--- src/rtl/pc_sequencer.sv ---
// Single-issue instruction sequencer around the 8-bit ALU: fetch at pc, issue, wait for
// execute completion, then pick the next pc (sequential, relative branch or overflow trap).
module pc_sequencer #(
  parameter logic [7:0] RESET_PC    = 8'h00,
  parameter logic [7:0] TRAP_VEC    = 8'hF0,
  parameter bit         OVF_TRAP_EN = 1'b1
) (
  input  logic        clk,
  input  logic        rst_n,
  input  logic        stall,
  output logic        imem_req,
  output logic [7:0]  imem_addr,
  input  logic        imem_valid,
  input  logic [15:0] imem_data,
  output logic [15:0] instr,
  output logic        instr_valid,
  input  logic        exec_done,
  input  logic [2:0]  alu_sel,
  input  logic        take_branch,
  input  logic        ovf,
  input  logic [7:0]  br_off,
  output logic [7:0]  pc,
  output logic        trap,
  output logic [7:0]  epc
);

  typedef enum logic [2:0] {StIdle, StFetch, StIssue, StExec, StUpdate} state_e;

  state_e      state_q, state_d;
  logic [7:0]  pc_q, pc_d;
  logic [7:0]  epc_q, epc_d;
  logic [15:0] instr_q, instr_d;
  logic        br_q, br_d;
  logic        ovf_q, ovf_d;
  logic [2:0]  sel_q, sel_d;
  logic [7:0]  off_q, off_d;
  logic        trap_hit;

  // Only an add (alu_sel 0) overflow traps; the trap outranks any branch decision.
  assign trap_hit = OVF_TRAP_EN && (sel_q == 3'd0) && ovf_q;

  always_comb begin
    state_d = state_q;
    pc_d    = pc_q;
    epc_d   = epc_q;
    instr_d = instr_q;
    br_d    = br_q;
    ovf_d   = ovf_q;
    sel_d   = sel_q;
    off_d   = off_q;
    unique case (state_q)
      StIdle: begin
        if (!stall) state_d = StFetch;
      end
      StFetch: begin
        if (imem_valid) begin
          instr_d = imem_data;
          state_d = StIssue;
        end
      end
      StIssue: begin
        state_d = StExec;
      end
      StExec: begin
        if (exec_done) begin
          br_d    = take_branch;
          ovf_d   = ovf;
          sel_d   = alu_sel;
          off_d   = br_off;
          state_d = StUpdate;
        end
      end
      StUpdate: begin
        if (trap_hit) begin
          epc_d = pc_q;
          pc_d  = TRAP_VEC;
        end else if (br_q) begin
          // 8-bit add of the raw offset is the same as adding its sign extension mod 256.
          pc_d = pc_q + 8'd1 + off_q;
        end else begin
          pc_d = pc_q + 8'd1;
        end
        state_d = StIdle;
      end
      default: state_d = StIdle;
    endcase
  end

  always_ff @(posedge clk or negedge rst_n) begin
    if (!rst_n) begin
      state_q <= StIdle;
      pc_q    <= RESET_PC;
      epc_q   <= 8'h00;
      instr_q <= 16'h0000;
      br_q    <= 1'b0;
      ovf_q   <= 1'b0;
      sel_q   <= 3'd0;
      off_q   <= 8'h00;
    end else begin
      state_q <= state_d;
      pc_q    <= pc_d;
      epc_q   <= epc_d;
      instr_q <= instr_d;
      br_q    <= br_d;
      ovf_q   <= ovf_d;
      sel_q   <= sel_d;
      off_q   <= off_d;
    end
  end

  assign imem_req    = (state_q == StFetch);
  assign imem_addr   = pc_q;
  assign instr_valid = (state_q == StIssue);
  assign trap        = (state_q == StUpdate) && trap_hit;
  assign instr       = instr_q;
  assign pc          = pc_q;
  assign epc         = epc_q;

endmodule

--- config.mk ---
export PLATFORM = sky130hd
export DESIGN_NAME = pc_sequencer
export DESIGN_NICKNAME = d
export VERILOG_FILES = /design/src/rtl/pc_sequencer.sv
export SDC_FILE = /design/constraint.sdc
export NUM_CORES = 1
export LEC_CHECK = 0
export CAP_MARGIN = 40
export CORE_MARGIN = 4
export CORE_UTILIZATION = 50
export CTS_CLUSTER_DIAMETER = 60
export DETAILED_ROUTE_END_ITERATION = 10
export PLACE_DENSITY = 0.84
export SYNTH_ARGS = -nofsm -noshare
export SYNTH_HDL_FRONTEND = slang
export SYNTH_SLANG_ARGS = --single-unit
--- constraint.sdc ---
create_clock -name clk -period 4.7 [get_ports clk]
set_input_delay 1.175 -clock clk [delete_from_list [all_inputs] [get_ports clk]]
set_output_delay 1.175 -clock clk [all_outputs]
set_load 0.02 [all_outputs]
Yosys cells after proc, flatten, opt, wreduce, memory -nomap -nowiden

Index checks and enable logic that the tools add are counted.

Bits in registers: 48
Bits in latches: 0
Memory bits (writable): 0
Bits in read-only memories: 0
Input bits: 34
Output and inout port bits: 43
Logic and storage cells: 31
Memories kept: 0

Add/subtract/negate cells: 2
Multiply operators: 0
Div/mod/pow operators: 0
$lt $le $gt $ge: 0
Equal/unequal tests: 7
Shift operators: 0
Multiplexer cells: 6
Bitwise logic cells: 0
Reductions and logical operators: 8

Operator list:

| kind                  | number |
|---|---|
| $mux W8               | 2 |
| $pmux W3 S4           | 1 |
| $mux W3               | 3 |
| $add A8 B1 Y8 const B | 1 |
| $add A8 B8 Y8         | 1 |
| $eq A3 B2 Y1 const B  | 2 |
| $logic_not A3 Y1      | 2 |
| $reduce_and A2 Y1     | 3 |
| $ne A2 B2 Y1 const B  | 2 |
| $eq A3 B1 Y1 const B  | 1 |
| $eq A3 B3 Y1 const B  | 1 |
| $reduce_and A3 Y1     | 1 |
| $logic_and A1 B1 Y1   | 2 |
| $ne A2 B1 Y1 const B  | 1 |

Longest topological paths before layout

Word-level depth: 4
Depth in mapped cells: 10
Mapped depth without buffers: 10

Least setup slack after synthesis

OpenSTA, ideal clock, no wires.

Path kind: register -> register
From: register pc_q[0] (netlist: imem_addr[0])
To: register pc_q[7] (netlist: imem_addr[7])
Setup time: 122 ps
Data arrival time: 2401 ps
Data required time: 4578 ps
Path slack: 2178 ps
Cell stages (with the launch flop): 11
Buffers on the path: 0
Period minus slack after synthesis: 2522 ps
Path through: dfrtp_1 ha_1 nand3_1 xnor2_1 ha_1 nand3_1 o211ai_1 a311o_1 a211oi_2 a31oi_1 a32o_1

Longest elaborated chain between the ends: 4

Ends and longest elaborated chain:

| item                   | RTL line | RTL |
|---|---|---|
| from (decl)            | 30       | `logic [7:0] pc_q, pc_d;` |
| from (signal assigned) | 101      | `pc_q <= pc_d;` |
| $add A8 B1 Y8 (*)      | 79, 81   |  |
| $add A8 B8 Y8          | 79       | `pc_d = pc_q + 8'd1 + off_q;` |
| $mux W8 (*)            | 77       | `end else if (br_q) begin` |
| $mux W8 (*)            | 74       | `if (trap_hit) begin` |

Mark *: on every way between the ends. The rest lies on a longest branch, timed or not.
A chain may end at the register's enable or synchronous reset.

Final worst setup path

From: register sel_q[1]
To: output trap

Longest elaborated chain between the ends: 3

Ends and longest elaborated chain:

| item                   | RTL line | RTL |
|---|---|---|
| from (decl)            | 35       | `logic [2:0] sel_q, sel_d;` |
| from (signal assigned) | 106      | `sel_q <= sel_d;` |
| $logic_not A3 Y1       | 40       | `assign trap_hit = OVF_TRAP_EN && (sel_q == 3'd0) && ovf_q;` |
| $logic_and A1 B1 Y1    | 40       |  |
| $logic_and A1 B1 Y1    | 114      | `assign trap = (state_q == StUpdate) && trap_hit;` |
| to (decl)              | 23       | `output logic trap,` |

Every way passes these cells.

==> summary.md <==
| Metric | Value |
|---|---|
| Outcome | `finished, final reports clean` |
| # diodes | `0` |
| R2R Path Start | `imem_addr[0]$_DFFE_PN0P_` |
| Critical Path AT | `2.40 ns` |
| Clk_skew | `0.00509 ns` |
| DR vias/cell | `5.14` |
| Maximum capacitance violations | `0` |
| Commonest non-fill, non-tap cell in the layout | `clkdlybuf4s50_1` |
| Cts hold-fix bufs | `0` |
| Final hold vios | `0` |
| Core area | `4720 um^2` |
| Least-Margin Pin Slew | `0.619 ns` |
| Die width | `78.0 um` |
| Inserted Clock Buffers | `5` |
| Startpoint types | `flip-flop` |
| Core Rows | `25` |
| F_max | `280 MHz` |
| Pwr/cell area | `704 nW/um^2` |
| DP HPWL | `4380 um` |
| Die area | `6090 um^2` |
| Clock transition at path regs | `0.08 ns` |
| Filler cells | `372` |
| CTS tree | `yes` |
| RSZ-0062 raised after global routing | `no` |
| Gr ovfl total | `0` |
| WHS Path Cells | `2` |
| Routed Antenna Nets | `0` |
| Mapped Area | `2450 um^2` |
| Leak | `1.48 nW` |
| FFs w/ async S/R, synth | `100%` |
| Minimum clock period | `3.57 ns` |
| PortBufs | `76` |
| Area Overhead vs Synth | `35.5%` |
| Die Y | `78.0 um` |
| Seq/Total Area, Yosys | `49.0%` |
| Startpoint of the worst hold path | `epc[1]$_DFFE_PN0P_` |
| End of the worst register-to-register path | `imem_addr[7]$_DFFE_PN0P_` |
| Fin crit share | `76.0%` |
| DRC Markers | `0` |
| Maximum VDD drop | `0.000314 V` |
| Library cells used by synthesis | `43` |
| Wire length of the first global-routing pass | `9010 um` |
| Mapped Cells | `248` |
| Dominant synthesized flop cell | `dfrtp_1` |
| Syn Nets | `291` |
| Post-route setup TNS | `0 ns` |
| Clock latency on the worst-skew pair | `0.29 ns` |
| Root Buffer | `clkbuf_8` |
| Hold Path Class | `reg2reg` |
| Post-CTS Repair Setup Buffers | `0` |
| Number of synthesized flops with an enable pin | `0` |
| Vias in the first global route | `1,957` |
| Routability cong. | `0.801` |
| Final Routed Wirelength | `5530 um` |
| Flops & latches, synth | `48` |
| Ys Warns | `0` |
| Vias | `1,990` |
| Critical path class | `reg2out` |
| Initial antenna violation count | `0` |
| CTS resizes | `0` |
| GRT Util Overall | `18.7%` |
| Clk buf depth | `2` |
| Avg Cell Area, Syn | `9.88 um^2` |
| # clock sinks | `48` |
| Max-slew violations | `0` |
| Util after Layout | `70.3%` |
| Register-to-register setup slack | `1.95 ns` |
| Max_slew headroom | `58.6%` |
| Initial Util | `51.9%` |
| Final net count | `362` |
| Share of layout cells above drive strength 1 | `10.9%` |
| Final setup fails | `0` |
| 1st-iter DRT viols | `81` |
| Largest net degree at the start of global routing | `29` |
| R2r worst-path depth | `10` |
| Hold Path End | `epc[1]$_DFFE_PN0P_` |
| I/O pin count | `77` |
| Crit. End Element | `output port` |
| Routed len/inst | `14.3 um` |
| CP max FO | `10` |
| Leading cell types in the layout, fill and taps excluded | `clkdlybuf4s50_1, nand2_1, dfrtp_1` |
| Crit path required time | `3.52 ns` |
| H-tree depth | `2` |
| DRT Pass-1 Iters | `4` |
## state kept, by name, indices dropped and copies added, names as in the netlist
signal and flops:
imem_addr 8, sel_q 3, epc 8, ovf_q 1, off_q 8, instr 16, state_q 3, br_q 1
## Yosys cell counts, types with 2 or more instances
cell / number / area share, %
clkbuf_1: 3 / 0.46
xnor2_1: 5 / 1.8
a21oi_1: 8 / 1.6
o22a_1: 4 / 1.4
and3_1: 4 / 1.0
ha_1: 8 / 4.1
nand3_1: 6 / 1.2
a31oi_1: 2 / 0.51
nor3b_1: 2 / 0.61
nand2b_1: 2 / 0.51
mux2_2: 17 / 7.8
o21ai_0: 13 / 2.7
inv_1: 7 / 1.1
xor2_1: 3 / 1.1
buf_4: 10 / 3.1
inv_2: 2 / 0.31
dfrtp_1: 48 / 49
nand2_1: 68 / 10
nor2_1: 11 / 1.7
nor2b_1: 2 / 0.51
## worst max-delay path by stage
stage                     slack, ns  depth (start not counted)                  endpoint                     start
after floorplan                2.18                         10  imem_addr[7]$_DFFE_PN0P_  imem_addr[0]$_DFFE_PN0P_
after global placement         1.54                          4                      trap      sel_q[1]$_DFFE_PN0P_
after detailed placement       1.46                          4                      trap      sel_q[1]$_DFFE_PN0P_
after CTS                      1.13                          4                      trap      sel_q[1]$_DFFE_PN0P_
after global routing           1.02                          4                      trap      sel_q[1]$_DFFE_PN0P_
final                          1.13                          4                      trap      sel_q[1]$_DFFE_PN0P_
## per-layer routing
| metal | vias up | wire (um) | track usage, % | share of wire [%] |
|---|---|---|---|---|
| met3 | 13 | 237 | 3.21 | 4.3 |
| met5 | - | 0 | 0 | 0 |
| met1 | 944 | 2370 | 23.1 | 43 |
| met2 | 59 | 2780 | 32.3 | 50 |
| met4 | 0 | 142 | 8.04 | 2.6 |
| li1 | 974 | - | - | - |
## worst max-delay path, stage by stage, from the launching register on
cell and delay (ns):
dfrtp_1 0.43, nor4b_4 0.49, nand2_1 0.34, inv_2 0.22, clkdlybuf4s50_1 0.63
## power breakdown
group	switching, mW	internal, mW
sequential	0.180	0.596
clock	0.127	0.120
combinational	0.670	0.646
total	0.977	1.36
## metrics by stage
| stage | instance area (um^2) | hold WS [ns] | setup slack, ns | instances | power (mW) |
|---|---|---|---|---|---|
| final | 3320 | 0.476 | 1.13 | 387 | 2.34 |
| after detailed placement | 3230 | 0.463 | 1.46 | 379 | 2.10 |
| after floorplan | 2450 | 0.450 | 2.18 | 248 | 1.61 |
| after global placement | 3210 | 0.461 | 1.54 | 378 | 2.04 |
| after CTS | 3320 | 0.483 | 1.13 | 387 | 2.36 |
| after global routing | 3320 | 0.513 | 1.02 | 387 | 2.50 |
## logic make-up (layout without fill, tap and decap cells)
logic type,count (synthesis),in the layout,share of synthesized area (%)
muxes,18,18,8.22
and+or+nand+nor,105,105,20.1
xor gates and xnor gates,8,8,2.86
buffers and inverters,23,95,5.10
adders and majority gates,9,9,4.90
DFF,48,48,49.0
AOI/OAI and AO/OA,37,37,9.85
## final cells by class
type	instances	area [um^2]	area share, %
Clock buffer	7	86.3	2.60
Tap cell	67	83.8	2.52
Clock inverter	1	7.51	0.226
Timing Repair Buffer	78	783	23.6
Sequential cell	48	1200	36.2
Inverter	9	33.8	1.02
Multi-Input combinational cell	177	1120	33.9
(Power assumes the default switching activity.)
